`src/rtl/alu_seq.sv`:
```
// Multi-byte op sequencer driving an 8-bit ALU LSB-first with carry chaining; optional ALU_SEQ_FLAGS_EN adds zero/neg flags.
// Latency: rsp_valid rises NBYTES cycles after the accept edge; one op per NBYTES+2 cycles.
// Backpressure: req_ready only in IDLE; rsp_ready low holds DONE with outputs frozen.
module alu_seq #(
  parameter int NBYTES = 2
) (
  input  logic                  clk,
  input  logic                  rst_n,
  input  logic                  req_valid,
  output logic                  req_ready,
  input  logic [8*NBYTES-1:0]   req_a,
  input  logic [8*NBYTES-1:0]   req_b,
  input  logic [3:0]            req_op,
  input  logic                  req_mode,
  input  logic                  req_cin,
  output logic                  rsp_valid,
  input  logic                  rsp_ready,
  output logic [8*NBYTES-1:0]   rsp_result,
  output logic                  rsp_cout,
`ifdef ALU_SEQ_FLAGS_EN
  output logic                  rsp_zero,
  output logic                  rsp_neg,
`endif
  output logic [7:0]            alu_a,
  output logic [7:0]            alu_b,
  output logic                  alu_cf_in,
  output logic [3:0]            alu_op,
  output logic                  alu_mode,
  input  logic [7:0]            alu_out,
  input  logic                  alu_cf_out
);

  localparam int IW = (NBYTES > 1) ? $clog2(NBYTES) : 1;

  typedef enum logic [1:0] {IDLE, RUN, DONE} state_t;

  state_t                   state, state_nxt;
  logic [IW-1:0]            idx;
  logic [NBYTES-1:0][7:0]   a_q, b_q, result, result_nxt;
  logic [3:0]               op_q;
  logic                     mode_q, cin_q, carry_q;
  logic                     accept, last;

  assign accept     = (state == IDLE) && req_valid;
  assign last       = (idx == IW'(NBYTES - 1));
  assign rsp_result = result;

  always_comb begin
    result_nxt      = result;
    result_nxt[idx] = alu_out;
  end

  always_ff @(posedge clk or negedge rst_n) begin
    if (!rst_n) state <= IDLE;
    else        state <= state_nxt;
  end

  always_comb begin
    state_nxt = state;
    case (state)
      IDLE:    if (req_valid) state_nxt = RUN;
      RUN:     if (last) state_nxt = DONE;
      DONE:    if (rsp_ready) state_nxt = IDLE;
      default: state_nxt = IDLE;
    endcase
  end

  always_comb begin
    req_ready = (state == IDLE);
    rsp_valid = (state == DONE);
    alu_a     = 8'h00;
    alu_b     = 8'h00;
    alu_op    = 4'h0;
    alu_mode  = 1'b0;
    alu_cf_in = 1'b1;
    if (state == RUN) begin
      alu_a     = a_q[idx];
      alu_b     = b_q[idx];
      alu_op    = op_q;
      alu_mode  = mode_q;
      // Active-low carry-in: re-invert the previous byte's carry/borrow out.
      alu_cf_in = (idx == '0) ? cin_q : ~carry_q;
    end
  end

  always_ff @(posedge clk or negedge rst_n) begin
    if (!rst_n) begin
      idx      <= '0;
      a_q      <= '0;
      b_q      <= '0;
      op_q     <= 4'h0;
      mode_q   <= 1'b0;
      cin_q    <= 1'b1;
      carry_q  <= 1'b0;
      result   <= '0;
      rsp_cout <= 1'b0;
`ifdef ALU_SEQ_FLAGS_EN
      rsp_zero <= 1'b0;
      rsp_neg  <= 1'b0;
`endif
    end else if (accept) begin
      idx    <= '0;
      a_q    <= req_a;
      b_q    <= req_b;
      op_q   <= req_op;
      mode_q <= req_mode;
      cin_q  <= req_cin;
    end else if (state == RUN) begin
      result  <= result_nxt;
      carry_q <= alu_cf_out;
      if (last) begin
        idx      <= '0;
        rsp_cout <= mode_q ? 1'b0 : alu_cf_out;
`ifdef ALU_SEQ_FLAGS_EN
        rsp_zero <= (result_nxt == '0);
        rsp_neg  <= result_nxt[NBYTES-1][7];
`endif
      end else begin
        idx <= idx + IW'(1);
      end
    end
  end

endmodule

```
`config.mk`:
```
export PLATFORM = sky130hd
export DESIGN_NAME = alu_seq
export DESIGN_NICKNAME = d
export VERILOG_FILES = /design/src/rtl/alu_seq.sv
export SDC_FILE = /design/constraint.sdc
export NUM_CORES = 1
export LEC_CHECK = 0
export BUFFER_PORTS_ARGS = -buffer_cell sky130_fd_sc_hd__buf_4
export CORE_MARGIN = 3
export CORE_UTILIZATION = 52
export CTS_BUF_LIST = sky130_fd_sc_hd__clkbuf_8
export DETAILED_ROUTE_END_ITERATION = 7
export PLACE_DENSITY = 0.88
export SYNTH_ARGS = -nofsm -noshare
export SYNTH_HDL_FRONTEND = slang
export SYNTH_SLANG_ARGS = --single-unit
```
`constraint.sdc`:
```
create_clock -name clk -period 2.1 [get_ports clk]
set_clock_uncertainty 0.1 [all_clocks]
set_input_delay 0.105 -clock clk [delete_from_list [all_inputs] [get_ports clk]]
set_output_delay 0.105 -clock clk [all_outputs]
set_load 0.03 [all_outputs]
```
==> results by group, run 1 <==
Power
  • Fraction of power spent switching nets: approximately 40%
  • Logic gate share of total power: a little over half
  • Clock power frac: 15.8%
  • P per Cell Area: between 1500 and 2000 nW/um^2
  • Static Leak: ~0.0019 uW
  • Maximum vdd drop: just under 900 uV
  • Total power: ~6600 uW
  • Sw Pwr: ~2600 uW
  • Sequential share of power: between 30% and 40%
  • Int Pwr: 3980 uW

Critical path
  • R2R cell count: 3
  • WS Path Type: reg -> out
  • Startpoint class of the critical path: register
  • Crit path required time: between 1.5 and 2 ns
  • Crit Path Max Fanout: 17
  • CP endpoint kind: output pin
  • WP data arrival: about 1.6 ns

Run status
  • Status: finished clean

Global routing
  • Largest net degree at the start of global routing: 60
  • Initial antenna violation count: 0
  • Global-route usage over all layers: about 24%
  • Vias in the first global route: between 2,000 and 2,500
  • GRT overflow: 0
  • First-pass GRT wire length: between 10,000 and 15,000 um

STA
  • Unrepaired setup endpoints after global routing: no
  • Fin crit share: between 80% and 90%
  • Slew Limit Fails: 0
  • Hold_ws: between 0.2 and 0.3 ns
  • Final setup fails: 0
  • Setup TNS: 0 ns
  • Fmax: about 550 MHz
  • Min cycle time layout: around 1.8 ns
  • Worst-Margin Slew: 0.730 ns
  • Relative slew slack: between 50% and 60%
  • Fin. Hold Viols: 0

Die
  • Die area: 6010 sq um
  • FP Rows: 25
  • I/O pins: approximately 90
  • Initial Util: between 50% and 60%
  • Die Width: 77.5 um
  • Core area: ~4800 sq um
  • Die height: approximately 78 um

Synth
  • Yosys reg bits: approximately 60
  • Seq/Total Area, Yosys: 55.6%
  • Post-Synthesis Cells: around 180
  • Syn Area/Cell: ~15 sq um
  • Netlist cell types: 24
  • Post-synth net total: ~230
  • Yosys Warn Count: 0
  • Netlist Area Pre-Place: approximately 2700 sq um

Clock network
  • Clock net sink count: 59
  • H-tree levels: 3
  • Num CTS Buffers: 9
  • Clock Tree Buf Depth: 2
  • Setup Fix Bufs, Post-CTS: 0
  • Worst-Skew Late Latency: ~0.34 ns
  • CTS tree: done
  • Root Buffer: clkbuf_8
  • Worst-path clk slew: around 0.07 ns
  • Post_cts resized: 0

Drt
  • Vias: between 2,000 and 2,500
  • WL/cell: 16.5 um
  • Routed wl met2: between 3000 and 4000 um
  • Drt pass-1 iters: 6
  • Post-DRT Antenna Nets: 0
  • WL final: approximately 6600 um
  • Metal-1 WL: ~2700 um
  • DRC Markers: 0
  • Vias per cell: 5.05
  • Metal3 WL: 424 um
  • Max Used Layer: met4
  • Initial drt markers: 94

Placed design
  • RePlAce Congestion: just under 0.7
  • Port bufs: 91
  • Cell area after placement: about 3400 sq um
  • Dpl cells: 332
  • Post-DP HPWL: just under 4000 um

Finish
  • Fin cells: about 400
  • Syn-to-layout area delta: 53.4%
  • Post-Layout Inst Area: about 4100 sq um
  • # diodes: 0
  • Share of layout cells above drive strength 1: 51.1%
  • Nets@finish: 377

Flow run
  • Max Cap Viol: 0

Worst hold path
  • Min-Delay Path Class: in -> async
[metal layers]
metal,vias to the layer above,track usage (%)
li1,913,-
met2,87,41.5
met1,993,28.1
met5,-,0
met3,15,7.54
met4,0,9.61
[logic make-up after synthesis]
logic type | share of synthesized area (%)
AND/OR/NAND/NOR | 6.82
flip-flops | 55.6
multiplexers | 32.6
AO/OA/AOI/OAI | 1.13
buffers and inverters | 3.91
[critical path, stage by stage (launching register included)]
cell and delay (ns):
dfrtp_1 0.50, nand2b_1 0.20, buf_4 0.21, nor2_1 0.18, buf_4 0.19
[power groups by stage]
stage	registers, uW	clock network, uW	logic [uW]
floorplan	2300	0	2140
global placement	2080	0	3280
detailed placement	2100	0	3360
CTS	2090	1050	3450
global route	2190	1110	3690
finish	2100	1050	3470
[path summary, 6_finish.rpt]
check | start | to | slack (ns)
max | state[1]$_DFFE_PN0P_ | alu_a[5] | 0.27
min | rst_n | rsp_result[3]$_DFFE_PN0P_ | 0.26
max reg2reg | state[0]$_DFFE_PN0P_ | b_q[0]$_DFFE_PN0P_ | 0.43
min reg2reg | op_q[3]$_DFFE_PN0P_ | op_q[3]$_DFFE_PN0P_ | 0.40
max in group asynchronous | rst_n | a_q[10]$_DFFE_PN0P_ | 1.15
min in group clk | op_q[3]$_DFFE_PN0P_ | op_q[3]$_DFFE_PN0P_ | 0.40
[cells in the mapped netlist (all sizes together)]
master,instances,area (sq um)
a21o,1,7.51
a21oi,1,5.00
and2,6,37.5
buf,11,96.3
clkbuf,1,3.75
dfrtp,58,1450
dfstp,1,26.3
inv,1,3.75
mux2,56,706
mux2i,16,160
nand2b,4,25.0
nand3b,1,7.51
nor2,18,67.6
nor2b,2,12.5
nor3b,2,31.3
o21ai,2,10.0
o21bai,1,7.51
[placed cells by master, fill, tap and decap left out, drive strengths merged]
master / n
dlygate4sd3: 50
dfrtp: 58
mux2: 56
nand3b: 1
buf: 95
mux2i: 16
nor2b: 2
o21ai: 2
o21bai: 1
and2: 6
a21o: 1
bufinv: 1
clkbuf: 10
nand2b: 4
dfstp: 1
nor2: 18
inv: 1
a21oi: 1
nor3b: 2
clkinv: 1
clkinvlp: 4
[metrics by stage]
stage | utilization [%] | setup WS, ns
final | 84.6 | 0.274
after global placement | 70.1 | 0.480
after detailed placement | 70.1 | 0.431
after CTS | 84.6 | 0.254
after global routing | 84.6 | 0.162
after floorplan | - | 0.378
[area by class of cell]
| cell class | count | area, sq um |
|---|---|---|
| Fill cell | 262 | 739 |
| Sequential cell | 59 | 1480 |
| Clock buffer | 10 | 138 |
| Inverter | 1 | 3.75 |
| Tap cell | 67 | 83.8 |
| Timing Repair Buffer | 145 | 1230 |
| Clock inverter | 6 | 65.1 |
| Multi-Input combinational cell | 110 | 1080 |
[registers in the layout (all words and copies together) (netlist names)]
register / count
a_q: 16
b_q: 16
carry_q: 1
cin_q: 1
idx: 1
mode_q: 1
op_q: 4
rsp_cout: 1
rsp_result: 16
state: 2
[repair_timing]
| item | 4_1_cts | 5_1_grt |
|---|---|---|
| setup endpoints to repair | 0 | 0 |
| endpoints found under the hold margin | 115 | 0 |
| hold buffers | 50 | 0 |
Power figures use the tool's default switching activity.
==> inputs of run 2 (changes only) <==
==> constraint.sdc (replaced) <==
create_clock -name clk -period 2.1 [get_ports clk]
set_clock_uncertainty 0.1 [all_clocks]
set_input_delay 0.21 -clock clk [delete_from_list [all_inputs] [get_ports clk]]
set_output_delay 0.21 -clock clk [all_outputs]
set_load 0.03 [all_outputs]
==> run 2 against run 1 <==
Against the previous run:
- wire length down 8.5%
- fmax down 5.8%
- total power down 4.2%
- die area unchanged
- sequential power about the same
- sequential cell count unchanged
- setup slack worse by 0.11 ns
- critical path type unchanged
- critical endpoint is now alu_a[3]
==> results by group, run 2 (synthesis results as in run 1) <==
Global routing
  • Vias in the first global route: 2,025 (-11%)
  • GRT overflow: 0 (unchanged)
  • First-pass GRT wire length: 9770 um (-12%)
  • Largest net degree at the start of global routing: 60 (unchanged)
  • Initial antenna violation count: 0 (unchanged)
  • Global-route usage over all layers: 21.4% (-2.8 points)

Critical path
  • Slowest CP cell: dfrtp_1
  • CP endpoint kind: output pin
  • Crit-path cells: nand2b_1 -> buf_4 -> nor2_1 -> buf_4
  • Buf/Inv on CP: 2 (unchanged)
  • WP data arrival: 1.63 ns (about the same)
  • Crit Path Max Fanout: 17 (unchanged)
  • Startpoint class of the critical path: register
  • WS Path Type: reg -> out
  • Crit path required time: 1.79 ns (-0.10 ns)
  • Max incr delay on CP: 0.50 ns (about the same)
  • Most used cell along the critical path: buf_4
  • Crit path max-delay family: flip-flops

Placed design
  • Pre-CTS setup slack: 0.407 ns (-0.0236 ns)
  • Port bufs: 91 (unchanged)
  • Dpl cells: 332 (unchanged)
  • RePlAce Congestion: 0.696 (+2.0%)
  • Post-DP HPWL: 3740 um (-5.3%)

Drt
  • WL/cell: 15.6 um (-5.2%)
  • Vias per cell: 4.96 (-1.8%)
  • DRC Markers: 0 (unchanged)
  • Vias: 1,903 (-5.2%)
  • Initial drt markers: 61 (-35%)
  • Drt pass-1 iters: 6 (unchanged)
  • Post-DRT Antenna Nets: 0 (unchanged)
  • WL final: 6000 um (-8.5%)

STA
  • Min cycle time layout: 1.94 ns (+0.112 ns)
  • Slew Limit Fails: 0 (unchanged)
  • Fmax: 516 MHz (-5.8%)
  • Final setup fails: 0 (unchanged)
  • Setup TNS: 0 ns (unchanged)
  • Worst-Margin Slew: 0.718 ns (-0.0122 ns)
  • Unrepaired setup endpoints after global routing: no
  • Relative slew slack: 52.1% (+0.82 points)
  • Hold_ws: 0.0189 ns (-0.243 ns)
  • Worst setup margin: 0.161 ns (-0.112 ns)
  • Fin crit share: 92.3% (+5.4 points)
  • Fin. Hold Viols: 0 (unchanged)

Clock network
  • Setup Fix Bufs, Post-CTS: 0 (unchanged)
  • H-tree levels: 3 (unchanged)
  • Num CTS Buffers: 9 (unchanged)
  • Clock Tree Buf Depth: 2 (unchanged)
  • Worst-path clk slew: 0.06 ns (about the same)
  • Root Buffer: clkbuf_8
  • CTS tree: done
  • Worst-Skew Late Latency: 0.33 ns (about the same)
  • Clock net sink count: 59 (unchanged)

Run status
  • Status: finished clean

Power
  • Logic gate share of total power: 53.6% (+1.2 points)
  • Sw Pwr: 2520 uW (-4.6%)
  • Static Leak: 0.00187 uW (-2.6%)
  • Total power: 6350 uW (-4.2%)
  • P per Cell Area: 1630 nW/um^2 (about the same)
  • Clock power frac: 13.3% (-2.5 points)
  • Sequential share of power: 33.1% (+1.4 points)
  • Fraction of power spent switching nets: 39.7% (-0.17 points)
  • Maximum vdd drop: 859 uV (-3.1%)
  • Int Pwr: 3830 uW (-3.9%)

Die
  • Core area: 4820 sq um (unchanged)
  • I/O pins: 92 (unchanged)
  • Die height: 77.5 um (unchanged)
  • Die area: 6010 sq um (unchanged)
  • Initial Util: 55.2% (unchanged)
  • Die Width: 77.5 um (unchanged)
  • FP Rows: 25 (unchanged)

Flow run
  • Max Cap Viol: 0 (unchanged)

Worst hold path
  • Min-Delay Path Class: in -> reg

Finish
  • # diodes: 0 (unchanged)
  • Share of layout cells above drive strength 1: 52.4% (+1.3 points)
  • Fin cells: 384 (-3.5%)
  • Syn-to-layout area delta: 46.9%
  • Nets@finish: 364 (-3.4%)
  • Most frequent cells in the layout: 94 x buf_4, 58 x dfrtp_1, 37 x dlygate4sd3_1, 35 x mux2_2, 20 x mux2_4
  • Most common cell after layout, fill and taps aside: buf_4
## run 2: cell types whose count changed in the layout (fill, tap and decap cells not counted)
| cell | before | now |
|---|---|---|
| clkinv_2 | 1 | 3 |
| dlygate4sd3_1 | 50 | 37 |
| inv_1 | 1 | 3 |
| clkinvlp_4 | 4 | 0 |
| bufinv_16 | 1 | 0 |
## run 2: timing repair
item | 4_1_cts | 5_1_grt
gates resized for setup | 0 | 0
hold buffers | 35 | 2
endpoints found under the hold margin | 92 | 2
## run 2: worst paths after layout
kind | from | to | slack, ns | depth (start not counted)
max reg2reg | state[0]$_DFFE_PN0P_ | rsp_result[7]$_DFFE_PN0P_ | 0.43 | 2
min reg2reg | carry_q$_DFFE_PN0P_ | carry_q$_DFFE_PN0P_ | 0.40 | 1
min | req_b[7] | b_q[7]$_DFFE_PN0P_ | 0.02 | 2
min in group asynchronous | rst_n | carry_q$_DFFE_PN0P_ | 0.38 | 2
max in group asynchronous | rst_n | b_q[0]$_DFFE_PN0P_ | 1.05 | 2
max | state[1]$_DFFE_PN0P_ | alu_a[3] | 0.16 | 4
## run 2: metrics by stage
step           cell area (sq um)  util, %
3_5_place_dp                3370     70.1
2_1_floorplan               2660        -
3_3_place_gp                3370     70.1
5_1_grt                     3910     81.1
6_report                    3910     81.1
4_1_cts                     3880     80.6
## run 2: layout make-up
| type | instances | area [sq um] |
|---|---|---|
| clock buffers | 10 | 138 |
| clock inverters | 5 | 22.5 |
| fillers | 287 | 912 |
| inverters | 1 | 3.75 |
| multi-input cells | 110 | 1080 |
| flip-flops and latches | 59 | 1480 |
| well taps | 67 | 83.8 |
| repair buffers | 132 | 1100 |
## run 2: routing by layer
metal	track usage [%]	part of all wire, %
met4	10.7	2.2
met2	35.1	48
met1	25.8	43
met5	0	0
met3	5.92	6.5
## run 2: power groups by stage
stage          logic, uW  registers [uW]  clock network [uW]
6_report            3400            2100                 844
5_1_grt             3620            2190                 922
4_1_cts             3390            2100                 864
3_5_place_dp        3340            2110                   0
3_3_place_gp        3280            2080                   0
2_1_floorplan       2140            2300                   0
